**src/rtl/dma_copy_engine_if.sv**
```systemverilog
// Bus bundle for dma_copy_engine: host control/status plus the single data-memory port.
// The Checksum signal exists only when DMA_CHECKSUM_EN is defined.
interface dma_copy_engine_if #(
    parameter int LEN_WIDTH = 16
);
    logic                 start;
    logic                 abort;
    logic [31:0]          Src_Address;
    logic [31:0]          Dst_Address;
    logic [LEN_WIDTH-1:0] Length;
    logic [31:0]          Address;
    logic [31:0]          Write_Data;
    logic [31:0]          Read_Data;
    logic                 DataMemory_Read;
    logic                 DataMemory_Write;
    logic                 busy;
    logic                 done;
    logic                 aborted;
    logic [LEN_WIDTH-1:0] Remaining;
`ifdef DMA_CHECKSUM_EN
    logic [31:0]          Checksum;
`endif

    // master is the copy engine, which masters the memory port; slave is host plus memory
    modport master (
        input  start, abort, Src_Address, Dst_Address, Length, Read_Data,
        output Address, Write_Data, DataMemory_Read, DataMemory_Write,
               busy, done, aborted, Remaining
`ifdef DMA_CHECKSUM_EN
        , output Checksum
`endif
    );

    modport slave (
        output start, abort, Src_Address, Dst_Address, Length, Read_Data,
        input  Address, Write_Data, DataMemory_Read, DataMemory_Write,
               busy, done, aborted, Remaining
`ifdef DMA_CHECKSUM_EN
        , input Checksum
`endif
    );
endinterface

```
**src/rtl/dma_copy_engine.sv**
```systemverilog
// Word-by-word memory copy engine: one read then one write per word (2 cycles/word).
// Optional feature macro DMA_CHECKSUM_EN adds a wrapping 32-bit sum of written words.
module dma_copy_engine #(
    parameter int LEN_WIDTH = 16
) (
    input  logic              clk,
    input  logic              reset,
    dma_copy_engine_if.master bus
);
    typedef enum logic [1:0] {
        IDLE   = 2'd0,
        READ   = 2'd1,
        WRITE  = 2'd2,
        FINISH = 2'd3
    } state_t;

    state_t               r_state;
    state_t               w_next;
    logic [31:0]          r_src;
    logic [31:0]          r_dst;
    logic [31:0]          r_buf;
    logic [LEN_WIDTH-1:0] r_remaining;
    logic                 r_aborted;
    logic                 w_accept;
    logic                 w_rd;
    logic                 w_wr;
    logic [31:0]          w_read_data;
`ifdef DMA_CHECKSUM_EN
    logic [31:0]          r_checksum;
`endif

    always_ff @(posedge clk or negedge reset) begin
        if (!reset) begin
            r_state <= IDLE;
        end else begin
            r_state <= w_next;
        end
    end

    // Abort is only honoured in READ/WRITE; in IDLE a simultaneous start takes priority.
    always_comb begin
        w_next   = r_state;
        w_accept = 1'b0;
        w_rd     = 1'b0;
        w_wr     = 1'b0;
        case (r_state)
            IDLE: begin
                if (bus.start) begin
                    w_accept = 1'b1;
                    w_next   = (bus.Length != '0) ? READ : FINISH;
                end
            end
            READ: begin
                w_rd   = 1'b1;
                w_next = bus.abort ? IDLE : WRITE;
            end
            WRITE: begin
                w_wr = 1'b1;
                if (bus.abort) begin
                    w_next = IDLE;
                end else if (r_remaining > LEN_WIDTH'(1)) begin
                    w_next = READ;
                end else begin
                    w_next = FINISH;
                end
            end
            FINISH: begin
                w_next = IDLE;
            end
            default: begin
                w_next = IDLE;
            end
        endcase
    end

    assign w_read_data = w_rd ? bus.Read_Data : 32'h0;

    always_ff @(posedge clk or negedge reset) begin
        if (!reset) begin
            r_src       <= 32'h0;
            r_dst       <= 32'h0;
            r_buf       <= 32'h0;
            r_remaining <= '0;
            r_aborted   <= 1'b0;
`ifdef DMA_CHECKSUM_EN
            r_checksum  <= 32'h0;
`endif
        end else begin
            if (w_accept) begin
                r_src       <= bus.Src_Address & 32'hFFFF_FFFC;
                r_dst       <= bus.Dst_Address & 32'hFFFF_FFFC;
                r_remaining <= bus.Length;
                r_aborted   <= 1'b0;
`ifdef DMA_CHECKSUM_EN
                r_checksum  <= 32'h0;
`endif
            end
            if (w_rd) begin
                r_buf <= w_read_data;
            end
            // The write in progress always completes, even when abort arrives alongside it.
            if (w_wr) begin
                r_src       <= r_src + 32'd4;
                r_dst       <= r_dst + 32'd4;
                r_remaining <= r_remaining - LEN_WIDTH'(1);
`ifdef DMA_CHECKSUM_EN
                r_checksum  <= r_checksum + r_buf;
`endif
            end
            if ((w_rd || w_wr) && bus.abort) begin
                r_aborted <= 1'b1;
            end
        end
    end

    assign bus.Address          = w_rd ? r_src : (w_wr ? r_dst : 32'h0);
    assign bus.Write_Data       = w_wr ? r_buf : 32'h0;
    assign bus.DataMemory_Read  = w_rd;
    assign bus.DataMemory_Write = w_wr;
    assign bus.busy             = (r_state != IDLE);
    assign bus.done             = (r_state == FINISH);
    assign bus.aborted          = r_aborted;
    assign bus.Remaining        = r_remaining;
`ifdef DMA_CHECKSUM_EN
    assign bus.Checksum         = r_checksum;
`endif
endmodule

```
**src/flat_wrapper.sv**
```systemverilog
// flat-port wrapper written by rule: the top's interface ports become plain ports
module dma_copy_engine_flat 
#(
    parameter int LEN_WIDTH = 16
)
  (clk, reset, bus_start, bus_abort, bus_Src_Address, bus_Dst_Address, bus_Length, bus_Read_Data, bus_Address, bus_Write_Data, bus_DataMemory_Read, bus_DataMemory_Write, bus_busy, bus_done, bus_aborted, bus_Remaining);
  dma_copy_engine_if #(.LEN_WIDTH(LEN_WIDTH)) bus_i ();
  input  logic clk;
  input  logic reset;
  input wire logic [$bits(bus_i.start)-1:0] bus_start;
  input wire logic [$bits(bus_i.abort)-1:0] bus_abort;
  input wire logic [$bits(bus_i.Src_Address)-1:0] bus_Src_Address;
  input wire logic [$bits(bus_i.Dst_Address)-1:0] bus_Dst_Address;
  input wire logic [$bits(bus_i.Length)-1:0] bus_Length;
  input wire logic [$bits(bus_i.Read_Data)-1:0] bus_Read_Data;
  output wire logic [$bits(bus_i.Address)-1:0] bus_Address;
  output wire logic [$bits(bus_i.Write_Data)-1:0] bus_Write_Data;
  output wire logic [$bits(bus_i.DataMemory_Read)-1:0] bus_DataMemory_Read;
  output wire logic [$bits(bus_i.DataMemory_Write)-1:0] bus_DataMemory_Write;
  output wire logic [$bits(bus_i.busy)-1:0] bus_busy;
  output wire logic [$bits(bus_i.done)-1:0] bus_done;
  output wire logic [$bits(bus_i.aborted)-1:0] bus_aborted;
  output wire logic [$bits(bus_i.Remaining)-1:0] bus_Remaining;
  assign bus_i.start = bus_start;
  assign bus_i.abort = bus_abort;
  assign bus_i.Src_Address = bus_Src_Address;
  assign bus_i.Dst_Address = bus_Dst_Address;
  assign bus_i.Length = bus_Length;
  assign bus_i.Read_Data = bus_Read_Data;
  assign bus_Address = bus_i.Address;
  assign bus_Write_Data = bus_i.Write_Data;
  assign bus_DataMemory_Read = bus_i.DataMemory_Read;
  assign bus_DataMemory_Write = bus_i.DataMemory_Write;
  assign bus_busy = bus_i.busy;
  assign bus_done = bus_i.done;
  assign bus_aborted = bus_i.aborted;
  assign bus_Remaining = bus_i.Remaining;
  dma_copy_engine #(.LEN_WIDTH(LEN_WIDTH)) u_core (.clk(clk), .reset(reset), .bus(bus_i));
endmodule
```
**config.mk**
```make
export PLATFORM = sky130hd
export DESIGN_NAME = dma_copy_engine_flat
export DESIGN_NICKNAME = d
export VERILOG_FILES = /design/src/rtl/dma_copy_engine_if.sv /design/src/rtl/dma_copy_engine.sv /design/src/flat_wrapper.sv
export SDC_FILE = /design/constraint.sdc
export NUM_CORES = 1
export LEC_CHECK = 0
export BUFFER_PORTS_ARGS = -buffer_cell sky130_fd_sc_hd__clkbuf_2
export CELL_PAD_IN_SITES_DETAIL_PLACEMENT = 0
export CELL_PAD_IN_SITES_GLOBAL_PLACEMENT = 1
export CORE_MARGIN = 3
export CORE_UTILIZATION = 40
export CTS_BUF_LIST = sky130_fd_sc_hd__clkbuf_8
export DETAILED_ROUTE_END_ITERATION = 10
export PLACE_DENSITY = 0.81
export SLEW_MARGIN = 20
export SYNTH_ARGS = -nofsm -noshare
export SYNTH_HDL_FRONTEND = slang
export SYNTH_SLANG_ARGS = --single-unit
```
**constraint.sdc**
```tcl
create_clock -name clk -period 2.8 [get_ports clk]
set_input_delay 0.28 -clock clk [delete_from_list [all_inputs] [get_ports clk]]
set_output_delay 0.28 -clock clk [all_outputs]
set_load 0.1 [all_outputs]
```
==> impl_metrics.ini, run 1 <==
[critical_path]
worst_ep_arrival_time_ns = 2.30
cp-end-kind = primary output
slowest_stage = dfrtp_1
cp_top_family = buffers and inverters
cpPeakStageDelay_ns = 0.46
cp_num_buf_inv = 3
cp_max_fo = 25
crit_type = reg2out
crit_chain = inv_1 > ha_4 > buf_4 > and2_2 > clkbuf_2
worstSetupStartpointType = flop
crit_required_ns = 2.52

[clocking]
numCtsBuffers = 9
insertion_delay_ns = 0.40
post_cts_buffers = 0
cts-root-buf = clkbuf_8
clk_pin_slew_ns = 0.11
clock_path_buffers = 2
tritoncts = built
htreeDepth = 3
clkSinkCount = 111

[floorplanning]
boundaryPins = 201
initial_core_util = 0.415
die_w_um = 138
die_h_um = 138
coreArea_sq_um = 16900
dieArea_sq_um = 19100
rows = 47

[worst_hold_path]
hold_class = in2reg

[logic_synthesis]
syn_area_sq_um = 7000
ys_ff_latch = 111
synth.distinct_cells = 60
yosys-top-cells-count = dfrtp_1, clkbuf_1, and3_1
synth-edff-count = 0
yosys_warnings = 0
avgSynthCellArea_sq_um = 9.20
async_reset_ff_frac = 1.00
synth-seq-area-share = 0.397
yosys-top-cells-area = dfrtp_1, mux2_2, a211oi_1
synth_cells = 761
yosys_most_used_dff = dfrtp_1
synth.most_common_cell = dfrtp_1
synth_top_area_frac = 0.397
synth.largest_area_cell = dfrtp_1

[routing]
drt_pass1_iterations = 5
antenna_left = 0
routed_via_density = 5.94
vias = 6860
routedWlPerCell_um = 19.1
drt_iter0_drc = 493
route.detailed.drc = 0
routed_wl_um = 22100

[place]
port_buffers = 194
pre_cts_slack_ns = 0.603
dp_hpwl_um = 16300
place.gp.congestion = 0.869

[sta]
maxSlewViolCount = 0
setup_violations = 0
tightest_slew_ns = 0.813
finalSetupTns_ns = 0
setup_slack_ns = 0.223
fin_crit_sh = 0.920
period_minus_slack_ns = 2.58
hold_ws_ns = 0.0919
max-slew-margin-rel = 0.453
fmax_ghz = 0.388
rsz0062_at_grt = false
finalHoldViolations = 0
finClkSkew_ns = 0.0127

[grt]
antenna_found_initial = 0
overflow = 0
grt_pass1_vias = 6527
grt.total_usage = 0.225
grt_max_degree = 57
grt_pass1_wl_um = 35300

[status]
outcome = finished clean

[layout]
syn_to_final_growth_pct = 28.7
drive_gt1_frac = 0.360
nNetsFinal = 1054
diodes = 0

[run]
drv_cap = 0
==> stage by stage <==
stage,instances,area [sq um],utilization
6_report,1154,9020,0.534
3_5_place_dp,1137,8820,0.523
5_1_grt,1154,9020,0.534
3_3_place_gp,1137,8820,0.523
2_1_floorplan,762,7170,-
4_1_cts,1154,9020,0.534
==> worst register-to-register path: cells and delay by family, from the launching register on <==
| kind | cells | cell delay (ns) |
|---|---|---|
| AOI/OAI and AO/OA | 1 | 0.16 |
| and+or+nand+nor | 3 | 1.57 |
| DFF | 1 | 0.46 |
==> worst paths after layout <==
path                                                  to                     from  slack (ns)  depth (start not counted)
min in group asynchronous                u_core.r_dst[2]                    reset        0.46                          2
worst min-delay path                    u_core.r_src[18]      bus_Src_Address[18]        0.09                          2
max in group asynchronous               u_core.r_src[23]                    reset        1.46                          3
worst min register to register          u_core.r_buf[23]         u_core.r_buf[23]        0.51                          1
worst max register to register  u_core.bus.Remaining[14]  u_core.bus.Remaining[4]        0.53                          4
worst max-delay path                  bus_Write_Data[29]        u_core.r_state[0]        0.22                          5
==> flip-flops by register name, indices dropped and copies added (netlist names) <==
register,count
u_core.r_src,30
u_core.r_buf,32
u_core.r_state,2
u_core.bus.Remaining,16
u_core.bus.aborted,1
u_core.r_dst,30
==> metal layers <==
metal / global-route usage / vias up / part of all wire
met2: 0.368 / 238 / 0.48
met1: 0.304 / 3352 / 0.44
met3: 0.0622 / 14 / 0.071
met5: 0 / - / 0
met4: 0.0374 / 0 / 0.0085
li1: - / 3256 / -
==> cell type report <==
| type | instances | area [sq um] |
|---|---|---|
| fillers | 1600 | 7860 |
| multi-input cells | 568 | 4080 |
| flip-flops and latches | 111 | 2780 |
| repair buffers | 222 | 1640 |
| well taps | 220 | 275 |
| clock buffers | 9 | 124 |
| inverters | 17 | 63.8 |
| clock inverters | 7 | 62.6 |
==> layout by cell type (no fill, tap or decap), drive strengths merged, types with 2 or more instances in the layout <==
cell type and n:
xnor2 8, xor2 13, nand3 24, clkinv 2, o21a 2, a211oi 49, a21oi 27, nor2b 3
o21ai 19, o211ai 4, inv 21, o221a 2, conb 2, a311oi 11, mux2 33, and2 39
buf 58, nor3b 2, o311ai 3, nor4 16, nand2 49, nand4 25, nor2 29, nor3 9
and3 50, dfrtp 111, o311a 3, a31oi 24, or4 23, o31ai 17, clkbuf 172, ha 9
a22o 26, o31a 3, or3 6, mux2i 11, and4 9
==> cell families (layout without fill, tap and decap cells) <==
kind of cell / count (synthesis) / after routing / synth area share
other cells: 1 / 2 / 0.000535
fa+ha+maj: 9 / 9 / 0.0161
buf+inv: 83 / 255 / 0.0477
mux: 44 / 44 / 0.0688
simple gates: 290 / 290 / 0.236
xor+xnor: 21 / 21 / 0.0263
flops: 111 / 111 / 0.397
compound gates: 202 / 202 / 0.208
==> repair_timing <==
action	4_1_cts	5_1_grt
hold buffers	1	0
hold endpoints to repair	46	0
gates resized for setup	0	0
Power of run 1 is left out: the tool's default activity adds up to more than one toggle a clock period on the data nets, which glitch-free logic cannot reach.
==> inputs of run 2 (changes only) <==
Settings changed: REMOVE_ABC_BUFFERS set to 1.
==> run 2 against run 1 <==
Clock skew increased by 0.0028 ns. Cell count about the same. Flip-flop and latch count is the same.
==> impl_metrics.ini, run 2 (synthesized netlist as in run 1, its figures left out) <==
[status]
outcome = finished clean

[clocking]
htreeDepth = 3
clk_pin_slew_ns = 0.11
tritoncts = built
cts-root-buf = clkbuf_8
numCtsBuffers = 9
insertion_delay_ns = 0.40
cts-resized-gates = 0
clock_path_buffers = 2
clkSinkCount = 111

[layout]
top_regs = u_core.r_buf x32, u_core.r_dst x30, u_core.r_src x30
final_cell_mix = clkbuf_2, dfrtp_1, and3_1
final_common_cell = clkbuf_2
nNetsFinal = 1055
drive_gt1_frac = 0.297
largest_register_ffs = 32
syn_to_final_growth_pct = 26.1
top_register = u_core.r_buf
diodes = 0

[critical_path]
cp_num_buf_inv = 3
cp_top_family = buffers and inverters
slowest_stage = clkbuf_2
crit_chain = inv_1 > ha_4 > buf_4 > and2_1 > clkbuf_2
cp_max_fo = 28
crit_type = reg2out
worst_ep_arrival_time_ns = 2.31
cp-end-kind = primary output
crit_required_ns = 2.52
worstSetupStartpointType = flop
cpPeakStageDelay_ns = 0.45

[sta]
finalSetupTns_ns = 0
setup_violations = 0
fmax_ghz = 0.386
finalHoldViolations = 0
maxSlewViolCount = 0
rsz0062_at_grt = false
period_minus_slack_ns = 2.59
max-slew-margin-rel = 0.439
tightest_slew_ns = 0.834
finClkSkew_ns = 0.0155
fin_crit_sh = 0.925

[floorplanning]
die_h_um = 138
rows = 47
coreArea_sq_um = 16900
initial_core_util = 0.415
dieArea_sq_um = 19100
boundaryPins = 201
die_w_um = 138

[grt]
grt_pass1_vias = 6682
grt.total_usage = 0.232
overflow = 0
grt_max_degree = 45
grt_pass1_wl_um = 36500
antenna_found_initial = 1

[routing]
route.detailed.drc = 0
routed_wl_um = 22800
antenna_left = 0
routed_via_density = 6.00
vias = 6929
drt_iter0_drc = 509
drt_pass1_iterations = 5
routedWlPerCell_um = 19.7

[run]
drv_cap = 0

[worst_hold_path]
hold_class = in2reg

[place]
place.gp.congestion = 0.872
dp_hpwl_um = 16200
port_buffers = 194
## run 2: changes by cell type in the layout (fill, tap and decap cells not counted), sizes merged
cell / change
inv: -2
clkinv: +2
clkbuf: +1
## run 2: worst register-to-register path, stage by stage, from the launching register on
cell and delay (ns):
dfrtp_1 0.44, inv_1 0.15, ha_4 0.36, nand4_1 0.34
nor4_1 0.49, a211oi_1 0.15, a211oi_1 0.24
## run 2: final timing paths
path | startpoint | endpoint | slack [ns] | cells past startpoint
min in group asynchronous | reset | u_core.r_buf[22] | 0.39 | 2
worst max register to register | u_core.r_state[0] | u_core.r_src[13] | 0.53 | 6
max in group asynchronous | reset | u_core.r_dst[5] | 1.59 | 3
worst min register to register | u_core.r_buf[25] | u_core.r_buf[25] | 0.51 | 1
worst max-delay path | u_core.r_state[0] | bus_Write_Data[14] | 0.21 | 5
worst min-delay path | bus_Src_Address[18] | u_core.r_src[18] | 0.09 | 2
## run 2: repair_timing
action,in CTS,in global routing
setup buffers,0,1
hold buffers,1,0
setup endpoints to repair,0,49
endpoints found under the hold margin,36,0
## run 2: metal layers
layer / up-vias / global-route usage / wire (um)
met5: - / 0 / 11
met4: 2 / 0.0702 / 421
met3: 32 / 0.0359 / 1270
met2: 277 / 0.364 / 10400
met1: 3361 / 0.333 / 10600
li1: 3257 / - / -
## run 2: metrics by stage
stage | cells | utilization | cell area (sq um) | hold slack (ns) | setup WS, ns
final | 1155 | 0.523 | 8830 | 0.0895 | 0.210
after global routing | 1155 | 0.523 | 8830 | 0.0808 | 0.0187
after CTS | 1154 | 0.522 | 8820 | 0.0722 | 0.0504
after detailed placement | 1137 | 0.511 | 8630 | 0.289 | 0.460
after global placement | 1137 | 0.511 | 8630 | 0.280 | 0.531
after floorplan | 696 | - | 6740 | -0.0156 | -4.15
## run 2: final cells by class
cell class	count	area [sq um]
tap	220	275
multi-input combinational	568	3910
inverter	17	63.8
clock buffer	9	124
sequential	111	2780
clock inverter	7	56.3
fill	1643	8050
timing repair buffer	223	1620
Power of run 2 is left out for the same reason.
